`src/rtl/uart_rx_ctrl.sv`:
```
// UART receive controller: start-bit detection, 3-sample majority voting per bit,
// LSB-first deserialisation, optional parity and stop-bit checking.
module uart_rx_ctrl #(
  parameter int DATA_WIDTH = 8
) (
  input  logic                  clk,
  input  logic                  rst,
  input  logic                  rx_in,
  input  logic [5:0]            prescale,
  input  logic                  par_en,
  input  logic                  par_typ,
  output logic [DATA_WIDTH-1:0] data_out,
  output logic                  data_valid,
  output logic                  par_err,
  output logic                  stp_err,
  output logic                  busy
);

  localparam int BCW = (DATA_WIDTH > 1) ? $clog2(DATA_WIDTH) : 1;

  typedef enum logic [2:0] {IDLE, START, DATA, PARITY, STOP} state_t;

  state_t                state;
  logic [5:0]            edge_cnt;
  logic [5:0]            ps_q;
  logic                  pe_q;
  logic                  pt_q;
  logic [BCW-1:0]        bit_cnt;
  logic [2:0]            samp;
  logic [DATA_WIDTH-1:0] shift;

  logic [5:0] half;
  logic       bit_val;
  logic       bit_end;
  logic       vote_pt;
  logic       stop_pt;

  assign half    = {1'b0, ps_q[5:1]};
  assign bit_val = (samp[0] & samp[1]) | (samp[0] & samp[2]) | (samp[1] & samp[2]);
  assign bit_end = (edge_cnt == ps_q - 6'd1);
  assign vote_pt = (edge_cnt == half + 6'd2);
  // Stop-bit verdict is registered one edge early so data_valid is high on the bit's last clk.
  assign stop_pt = (edge_cnt == ps_q - 6'd2);
  assign busy    = (state != IDLE);

  always_ff @(posedge clk or negedge rst) begin
    if (!rst) begin
      state      <= IDLE;
      edge_cnt   <= '0;
      ps_q       <= 6'd16;
      pe_q       <= 1'b0;
      pt_q       <= 1'b0;
      bit_cnt    <= '0;
      samp       <= '0;
      shift      <= '0;
      data_out   <= '0;
      data_valid <= 1'b0;
      par_err    <= 1'b0;
      stp_err    <= 1'b0;
    end else begin
      data_valid <= 1'b0;

      if (state != IDLE) begin
        edge_cnt <= bit_end ? 6'd0 : edge_cnt + 6'd1;
        if (edge_cnt == half - 6'd1) samp[0] <= rx_in;
        if (edge_cnt == half)        samp[1] <= rx_in;
        if (edge_cnt == half + 6'd1) samp[2] <= rx_in;
      end

      case (state)
        IDLE: begin
          edge_cnt <= 6'd0;
          if (!rx_in) begin
            state    <= START;
            edge_cnt <= 6'd1;
            ps_q     <= prescale;
            pe_q     <= par_en;
            pt_q     <= par_typ;
            par_err  <= 1'b0;
            stp_err  <= 1'b0;
          end
        end
        START: begin
          if (vote_pt && bit_val) begin
            state    <= IDLE;
            edge_cnt <= 6'd0;
          end else if (bit_end) begin
            state   <= DATA;
            bit_cnt <= '0;
          end
        end
        DATA: begin
          if (bit_end) begin
            shift <= {bit_val, shift[DATA_WIDTH-1:1]};
            if (bit_cnt == BCW'(DATA_WIDTH - 1))
              state <= pe_q ? PARITY : STOP;
            else
              bit_cnt <= bit_cnt + 1'b1;
          end
        end
        PARITY: begin
          if (bit_end) begin
            par_err <= (bit_val != (^shift ^ pt_q));
            state   <= STOP;
          end
        end
        STOP: begin
          if (stop_pt) begin
            stp_err <= ~bit_val;
            if (bit_val && !par_err) begin
              data_out   <= shift;
              data_valid <= 1'b1;
            end
          end
          if (bit_end) state <= IDLE;
        end
        default: state <= IDLE;
      endcase
    end
  end

endmodule

```
`config.mk`:
```
export PLATFORM = sky130hd
export DESIGN_NAME = uart_rx_ctrl
export DESIGN_NICKNAME = d
export VERILOG_FILES = /design/src/rtl/uart_rx_ctrl.sv
export SDC_FILE = /design/constraint.sdc
export NUM_CORES = 1
export LEC_CHECK = 0
export CORE_AREA = 2 2 74 76
export CTS_CLUSTER_DIAMETER = 200
export DETAILED_ROUTE_END_ITERATION = 6
export DIE_AREA = 0 0 76 78
export GPL_TIMING_DRIVEN = 1
export PLACE_DENSITY = 0.82
export SLEW_MARGIN = 5
export SYNTH_ARGS = -nofsm -noshare
export SYNTH_HDL_FRONTEND = slang
export SYNTH_SLANG_ARGS = --single-unit
export TNS_END_PERCENT = 30
```
`constraint.sdc`:
```
create_clock -name clk -period 3.3 [get_ports clk]
set_clock_uncertainty 0.15 [all_clocks]
set_input_delay 0.495 -clock clk [delete_from_list [all_inputs] [get_ports clk]]
set_output_delay 0.495 -clock clk [all_outputs]
set_load 0.01 [all_outputs]
```
==> summary.md, run 1 <==
| Metric | Value |
|---|---|
| # setup viols final | 0 |
| Kind of start point of the critical path | register |
| WL/cell | between 15 and 20 um |
| Total Routing Usage GR | between 20% and 30% |
| Leakage | 1.268 nW |
| Least-Margin Pin Slew | ~0.9 ns |
| DR pass1 iterations | 4 |
| Layout fillers | slightly above 400 |
| Status | finished, final reports clean |
| Post-DRT Antenna Nets | 0 |
| Power Density | about 900 nW/um^2 |
| Mean post-synth cell area | around 11 sq um |
| Vias in the first global route | 1955 |
| Fmax | approximately 340 MHz |
| CP Data Required Time | 3.34 ns |
| Ratio of cells with drive above 1 in the final layout | around a fifth |
| Critical path type | reg -> reg |
| TritonCTS clock tree | done |
| Pwr Total | 2.761 mW |
| DR iter-0 viols | roughly 130 |
| Place WS | 0.4279 ns |
| Tcrit/Tclk final | 90.40% |
| I/O pin cnt | 23 |
| Max-cap violations | 0 |
| Multi-input logic area | approximately 1500 sq um |
| Crit. End Element | register |
| Crit Path Max Fanout | 12 |
| DR DRC count | 0 |
| Crit path from | ps_q[2] |
| Antenna violations before repair | 0 |
| Cts hold-fix bufs | 0 |
| Number of synthesized flops with an enable pin | 0 |
| Vias per Instance | between 5 and 6 |
| Core area | 5042 sq um |
| Clk pin slew, worst setup/hold paths | ~0.080 ns |
| FF-to-FF End | shift[5] |
| Root cell of the clock tree | clkbuf_8 |
| Final hold violation count | 0 |
| Period minus WS final | about 3.0 ns |
| Synth Cell Area | between 2000 and 3000 sq um |
| Total Wirelength | between 5000 and 6000 um |
| RePlAce Congestion | roughly 1 |
| Post-synthesis sequential area ratio | a little under 40% |
| DP HPWL | 4179 um |
| Clock Latency Late Sink | ~0.30 ns |
| RSZ-0062 raised after global routing | no |
| Register area | 1052 sq um |
| N_diodes | 0 |
| GRT overflow | 0 |
| Setup TNS | 0 ns |
| Starting density of the core | 54.00% |
| Yosys warns | 0 |
| First-pass GRT wire length | approximately 9600 um |
| Vias | between 2000 and 2500 |
| Cell count of the worst reg-to-reg path | 7 |
| Depth of the CTS H-tree | 2 |
| Die area | around 6000 sq um |
| Type of the worst min-delay path | in -> async |
| Worst setup path endpoint | shift[5] |
| Largest net degree at the start of global routing | 43 |
| Peak supply drop | between 0.6 and 0.7 mV |
| Fin. max-slew vios | 0 |
| Cells after synthesis | 253 |
| Syn nets | around 270 |
| # nets final | between 200 and 300 |
| Die height | approximately 78 um |
| Reg2Reg Launch Point | ps_q[2] |
| Crit path DAT | 3.03 ns |
| Final design utilization | between 60% and 70% |
| CTS sink cnt | 42 |
| Post-synth top flop | dfrtp_1 |
| Width of the chip | ~76 um |
| IO Port Bufs | 22 |
| Yosys reg bits | 42 |
| Final worst slack | 0.3167 ns |
| Setup bufs post-CTS | 0 |
| Asr flop ratio synth | 100.0% |
| Synthesis-to-layout area growth | 12.73% |
| # resized after CTS | 0 |
| Slew margin rel. | between 30% and 40% |
| Yosys cell types | between 60 and 70 |
| CTS buffer count | 5 |
| Row count | 26 |
| R2R setup slack | 0.32 ns |
| Clock buffer depth | 2 |
==> worst min-delay path by stage <==
stage	end	slack, ns	cells past startpoint
after CTS	pt_q	0.21	1
after global routing	pt_q	0.26	1
after floorplan	bit_cnt[0]	0.05	0
after global placement	data_out[3]	0.34	1
final	ps_q[5]	0.16	1
after detailed placement	data_out[1]	0.35	1
==> through the flow <==
step           area, sq um  cells  hold slack [ns]
2_1_floorplan         2723    253          0.04941
3_3_place_gp          2957    332           0.3379
3_5_place_dp          2957    332           0.3455
4_1_cts               3069    340           0.2070
5_1_grt               3069    340           0.2632
6_report              3069    340           0.1595
==> kinds of logic after synthesis <==
| logic type | Yosys count | share of synthesized area (%) |
|---|---|---|
| and+or+nand+nor | 66 | 15.53 |
| AOI/OAI and AO/OA | 51 | 14.57 |
| DFF | 42 | 38.65 |
| xor gates and xnor gates | 35 | 11.95 |
| buffers and inverters | 24 | 4.457 |
| muxes | 24 | 9.881 |
| adders and majority gates | 11 | 4.963 |
==> routing by layer <==
| layer | up-vias | share of wire (%) | track usage (%) | routed length [um] |
|---|---|---|---|---|
| met5 | - | 0 | 0 | 0 |
| met4 | 0 | 1.9 | 9.273 | 108 |
| met3 | 13 | 5.2 | 2.791 | 296 |
| met2 | 72 | 51 | 34.55 | 2914 |
| met1 | 995 | 42 | 26.17 | 2361 |
| li1 | 952 | - | - | - |
==> cells in the final DEF, fill, tap and decap left out, drive strengths merged, types with 3 or more instances in the layout <==
master | netlist | layout
o22ai | 3 | 3
nor2 | 8 | 8
nor3b | 4 | 4
buf | 12 | 4
mux2 | 23 | 23
inv | 8 | 9
nand2b | 7 | 7
clkbuf | 4 | 5
o211a | 3 | 3
nand4 | 9 | 9
xor2 | 17 | 17
xnor2 | 18 | 18
a21oi | 5 | 5
ha | 10 | 10
nand2 | 8 | 8
dfrtp | 41 | 41
a211oi | 4 | 4
nand3 | 6 | 6
clkdlybuf4s50 | 0 | 21
o21ai | 11 | 11
nor3 | 8 | 8
a311o | 4 | 4
==> final cells by class <==
class                   instances  share of cell area [%]
well taps                      70                   2.854
clock inverters                 3                   1.427
inverters                       8                  0.9784
flip-flops and latches         42                   34.28
clock buffers                   5                   2.242
multi-input cells             187                   50.47
repair buffers                 25                   7.746
==> power by group <==
group          internal [mW]  leakage [nW]  switching (mW)
clock                  0.227        0.0585           0.186
combinational          0.661         0.682           0.814
sequential             0.649         0.527           0.223
total                   1.54          1.27            1.22
==> flip-flops by register name (all words and copies together), names as in the netlist <==
signal	cells
bit_cnt	3
data_out	8
data_valid	1
edge_cnt	6
par_err	1
pe_q	1
ps_q	6
pt_q	1
samp	3
shift	8
state	3
stp_err	1
==> synth_stat cells (2+ instances only) <==
| cell | count | share of area [%] |
|---|---|---|
| a311o_1 | 4 | 1.5 |
| mux2_2 | 23 | 9.5 |
| xor2_1 | 16 | 5.1 |
| nand4_1 | 8 | 1.8 |
| and2_1 | 2 | 0.46 |
| o21ai_0 | 11 | 2.0 |
| nand2_1 | 8 | 1.1 |
| nor2b_1 | 2 | 0.46 |
| xnor2_1 | 18 | 5.8 |
| a221o_1 | 2 | 0.74 |
| o211a_1 | 3 | 1.1 |
| nor3_1 | 8 | 1.5 |
| ha_1 | 10 | 4.6 |
| nand2b_1 | 7 | 1.6 |
| a21boi_0 | 2 | 0.55 |
| o22ai_1 | 3 | 0.69 |
| inv_1 | 8 | 1.1 |
| clkbuf_1 | 4 | 0.55 |
| dfrtp_1 | 41 | 38 |
| nor2_1 | 8 | 1.1 |
| a21oi_1 | 5 | 0.92 |
| buf_4 | 4 | 1.1 |
| a211oi_1 | 3 | 0.83 |
| buf_2 | 7 | 1.3 |
| nor3b_1 | 2 | 0.55 |
| o31a_2 | 2 | 0.74 |
| and3b_1 | 2 | 0.64 |
| nand3_1 | 6 | 1.1 |
==> critical path: stages, from the launching register on <==
cell and delay (ns):
dfrtp_1 0.48, inv_1 0.21, ha_1 0.30, nor3b_2 0.33
and3_1 0.23, o22a_1 0.23, and4_1 0.55, mux2_2 0.40
No activity file was read; power rests on OpenSTA's default activity.
==> run 2: changes to the inputs <==
Settings changed: CORE_AREA 2 2 74 76 to 2 2 63 89, DIE_AREA 0 0 76 78 to 0 0 65 91.
==> run 2 against run 1 <==
Against the previous run: global-route usage grew 1.7 points; fmax grew 6.4%; clock power is 18% lower; via count increased by 1.4%; largest power group unchanged; non-clock buffer count grew 2; register-to-register slack gained 0.18 ns; hold slack improved by 0.022 ns; critical path type unchanged; cell count down 0.59%; highest routed layer unchanged.
==> summary.md, run 2 (synthesis gave the netlist of run 1 again) <==
| Metric | Value |
|---|---|
| Slowest stage cell, crit path | and4_1 |
| Core area | 5081 sq um |
| Tcrit/Tclk final | 84.96% |
| Cts hold-fix bufs | 0 |
| Clk pin slew, worst setup/hold paths | approximately 0.09 ns |
| DR iter-0 viols | 140 |
| First-pass GRT wire length | around 10000 um |
| Worst path max stage delay | about 0.55 ns |
| Root cell of the clock tree | clkbuf_8 |
| R2R setup slack | ~0.50 ns |
| Die height | between 90 and 100 um |
| Ratio of cells with drive above 1 in the final layout | 19.12% |
| Status | finished, final reports clean |
| Leakage | 1.264 nW |
| Setup TNS | 0 ns |
| Vias per Instance | a little over 6 |
| Total Wirelength | 6134 um |
| WL/cell | 18.15 um |
| DR pass1 iterations | 4 |
| Largest net degree at the start of global routing | 43 |
| Pwr Total | 2.706 mW |
| Buf/Inv on CP | 1 |
| Most common library cell in the layout ignoring fill and taps | dfrtp_1 |
| # nets final | 292 |
| Top delay family on crit path | compound AO/OA/AOI/OAI gates |
| Synthesis-to-layout area growth | 12.13% |
| Least-Margin Pin Slew | just under 1 ns |
| Post-DRT Antenna Nets | 0 |
| Finished layout cell area | roughly 3000 sq um |
| DP HPWL | roughly 4300 um |
| RSZ-0062 raised after global routing | no |
| # setup viols final | 0 |
| Vias in the first global route | 2048 |
| Setup bufs post-CTS | 0 |
| TritonCTS clock tree | done |
| Type of the worst min-delay path | in -> async |
| Kind of start point of the critical path | register |
| Worst path cell trace | inv_1, ha_1, a21boi_0, xnor2_1, o2111a_1, and4_1, mux2_2 |
| Width of the chip | roughly 65 um |
| Depth of the CTS H-tree | 2 |
| Max-cap violations | 0 |
| Vias | just over 2000 |
| Layout fillers | 438 |
| FF-to-FF End | shift[0] |
| Antenna violations before repair | 0 |
| Total Routing Usage GR | between 20% and 30% |
| Clock Latency Late Sink | around 0.31 ns |
| # resized after CTS | 0 |
| Row count | 31 |
| Critical path type | reg -> reg |
| Power Density | around 890 nW/um^2 |
| CP Data Required Time | between 3 and 4 ns |
| Period minus WS final | 2.804 ns |
| Area after DPL | 2967 sq um |
| Final hold violation count | 0 |
| Fmax | ~360 MHz |
| CTS buffer count | 5 |
| GRT overflow | 0 |
| Cell count of the worst reg-to-reg path | 7 |
| Fin. max-slew vios | 0 |
| Most frequent cells in the layout | 41 x dfrtp_1, 23 x mux2_2, 21 x clkdlybuf4s50_1 |
| DR DRC count | 0 |
| RePlAce Congestion | between 0.9 and 1 |
| Slew margin rel. | 34.80% |
| Multi-input logic area | 1549 sq um |
| I/O pin cnt | 23 |
| Die area | slightly below 6000 sq um |
| N_diodes | 0 |
| IO Port Bufs | 22 |
| Reg2Reg Launch Point | ps_q[2] |
| Crit. End Element | register |
| Starting density of the core | around 54% |
| Clock buffer depth | 2 |
| Register area | between 1000 and 1500 sq um |
| CTS sink cnt | 42 |
| Crit Path Max Fanout | 12 |
| Peak supply drop | around 0.43 mV |
| Largest registers | data_out: 8 flops, shift: 8 flops |
| Crit path DAT | between 2 and 3 ns |
run 2: cell types whose count changed in the layout (fill, tap and decap cells not counted), sizes merged:
cell    delta
buf        +2
bufinv     -1
clkbuf     +1
clkinv     +1
inv        -1
run 2: layout make-up:
cell class / count / share of cell area [%]
Multi-Input combinational cell: 187 / 50.74
Clock inverter: 2 / 0.4508
Sequential cell: 42 / 34.47
Clock buffer: 6 / 2.377
Timing Repair Buffer: 27 / 8.279
Tap cell: 66 / 2.705
Inverter: 8 / 0.9836
run 2: report_power, final:
group          leakage [nW]  internal, mW  switching (mW)  total [mW]
registers             0.527         0.649           0.205       0.854
clock network        0.0452         0.149           0.188       0.337
logic                 0.692         0.677           0.837        1.51
total                  1.26          1.48            1.23        2.71
run 2: per-layer routing:
| metal | GRT usage, % | up-vias | wire length, um |
|---|---|---|---|
| li1 | - | 961 | - |
| met1 | 27.17 | 1029 | 2594 |
| met2 | 37.29 | 56 | 3149 |
| met3 | 3.470 | 15 | 214 |
| met4 | 10.11 | 0 | 175 |
| met5 | 0 | - | 0 |
run 2: worst max path at each step:
stage	from	to	slack, ns	cells past startpoint
2_1_floorplan	ps_q[3]	state[0]	0.66	8
3_3_place_gp	ps_q[2]	data_out[0]	0.62	7
3_5_place_dp	ps_q[2]	shift[0]	0.57	7
4_1_cts	ps_q[2]	shift[5]	0.52	7
5_1_grt	ps_q[2]	shift[0]	0.30	7
6_report	ps_q[2]	shift[0]	0.50	7
run 2: through the flow:
stage,worst slack (ns),hold slack [ns],cells,utilization [%]
2_1_floorplan,0.6641,0.04941,253,-
3_3_place_gp,0.6173,0.3393,330,58.38
3_5_place_dp,0.5741,0.3462,330,58.38
4_1_cts,0.5230,0.2153,338,60.08
5_1_grt,0.2986,0.2679,338,60.08
6_report,0.4964,0.1820,338,60.08
==> run 3: changes to the inputs <==
Clock period 3.3 ns to 2.7 ns, I/O delays scaled along.
==> run 3 against run 2 <==
Against the previous run: fmax increased by 7.6%; flip-flop and latch count unchanged; worst setup slack got worse by 0.40 ns; hold slack improved by 0.18 ns; combinational power increased by 34%; clock power increased by 28%.
==> summary.md, run 3 (synthesis gave the netlist of run 1 again) <==
| Metric | Value |
|---|---|
| Die area | 5915 sq um |
| I/O pin cnt | 23 |
| Final design utilization | a little over three fifths |
| Antenna violations before repair | 0 |
| R2R setup slack | roughly 0.094 ns |
| Hold path cells | 1 |
| Leakage | 1.342 nW |
| WL/cell | between 15 and 20 um |
| Total Wirelength | about 6300 um |
| Depth of the CTS H-tree | 2 |
| Fin. max-slew vios | 0 |
| DR pass1 iterations | 4 |
| RSZ-0062 raised after global routing | no |
| Cell count of the worst reg-to-reg path | 7 |
| Most common library cell in the layout ignoring fill and taps | dfrtp_1 |
| Clock buffer depth | 2 |
| FF-to-FF End | state[0] |
| Power Density | approximately 1100 nW/um^2 |
| Synthesis-to-layout area growth | 17.19% |
| N_diodes | 0 |
| DR iter-0 viols | 167 |
| Setup TNS | 0 ns |
| CTS buffer count | 5 |
| Tcrit/Tclk final | between 90% and 100% |
| RePlAce Congestion | approximately 0.92 |
| Status | finished, final reports clean |
| Final hold violation count | 0 |
| Finished layout cell area | around 3200 sq um |
| DR DRC count | 0 |
| Period minus WS final | approximately 2.6 ns |
| Vias in the first global route | ~2300 |
| IO Port Bufs | 22 |
| Peak supply drop | between 0.4 and 0.5 mV |
| Register area | 1052 sq um |
| Kind of start point of the critical path | register |
| Pwr Total | approximately 3.5 mW |
| CP Data Required Time | roughly 2.7 ns |
| Ratio of cells with drive above 1 in the final layout | 23.96% |
| Starting density of the core | around 54% |
| Most frequent cells in the layout | 41 x dfrtp_1, 23 x mux2_2, 21 x clkdlybuf4s50_1 |
| Hold Path Origin | data_out[1] |
| Die height | 91 um |
| Row count | 31 |
| Hold Path Sink | data_out[1] |
| Crit. End Element | register |
| Post-DRT Antenna Nets | 0 |
| Total Routing Usage GR | between 20% and 30% |
| Fmax | around 380 MHz |
| # setup viols final | 0 |
| Vias per Instance | 5.975 |
| Crit path DAT | 2.64 ns |
| DP HPWL | about 4600 um |
| Setup bufs post-CTS | 0 |
| Slew margin rel. | between 50% and 60% |
| Vias | around 2100 |
| Least-Margin Pin Slew | between 0.6 and 0.7 ns |
| CTS sink cnt | 42 |
| Critical path type | reg -> reg |
| Clock Latency Late Sink | between 0.3 and 0.4 ns |
| Width of the chip | 65 um |
| First-pass GRT wire length | around 11000 um |
| Root cell of the clock tree | clkbuf_8 |
| Multi-input logic area | 1558 sq um |
| Core area | a little over 5000 sq um |
| Max-cap violations | 0 |
| GRT overflow | 0 |
| Crit Path Max Fanout | 5 |
| Largest registers | data_out: 8 flops, shift: 8 flops |
| Clk pin slew, worst setup/hold paths | around 0.09 ns |
| Largest net degree at the start of global routing | 29 |
| # nets final | between 300 and 400 |
| Area after DPL | 3079 sq um |
| Type of the worst min-delay path | reg -> reg |
| Layout fillers | 423 |
| TritonCTS clock tree | done |
| Reg2Reg Launch Point | ps_q[2] |
## run 3: how the worst max path moves through the flow
| stage | start | to | slack [ns] |
|---|---|---|---|
| after global placement | ps_q[2] | bit_cnt[2] | 0.22 |
| after detailed placement | ps_q[2] | state[0] | 0.12 |
| after global routing | ps_q[2] | state[0] | 0.005 |
| final | ps_q[2] | state[0] | 0.09 |
| after floorplan | ps_q[3] | state[0] | 0.06 |
| after CTS | ps_q[2] | state[0] | 0.1 |
## run 3: routing by layer
metal  up-vias  part of all wire, %  GRT usage (%)
met1      1065                   40          27.17
met5         -                    0              0
met2        51                   54          41.07
li1        984                    -              -
met4         0                  2.5          10.99
met3        15                  3.3          3.346
## run 3: final cells by class
| type | count | area share, % |
|---|---|---|
| clock buffers | 5 | 2.157 |
| clock inverters | 3 | 0.7451 |
| inverters | 8 | 0.9412 |
| multi-input cells | 187 | 48.82 |
| flip-flops and latches | 42 | 32.98 |
| well taps | 66 | 2.588 |
| repair buffers | 43 | 11.76 |
## run 3: report_power, final
group          total [mW]  switching, mW  internal, mW
combinational        2.02           1.08         0.935
sequential           1.03          0.234         0.794
clock               0.430          0.245         0.185
total                3.48           1.56          1.91
## run 3: timing repair
action                                  CTS  global route
gates resized for setup                   0             3
endpoints found under the setup margin    0            14
hold endpoints to repair                 14             0
hold buffers                              1             0
## run 3: per-stage QoR
step	hold slack, ns	std cells	setup WS [ns]
floorplan	-0.04059	253	0.06412
global placement	0.3114	345	0.2242
detailed placement	0.3255	345	0.1237
CTS	0.3669	354	0.09866
global route	0.3814	354	0.005326
finish	0.3600	354	0.09424
## run 3: worst max-delay path: stages, from the launching register on
cell	delay, ns
dfrtp_1	0.40
inv_1	0.15
ha_1	0.29
xor2_1	0.16
or4bb_1	0.58
a2111oi_2	0.31
a2111oi_0	0.11
a311o_1	0.34
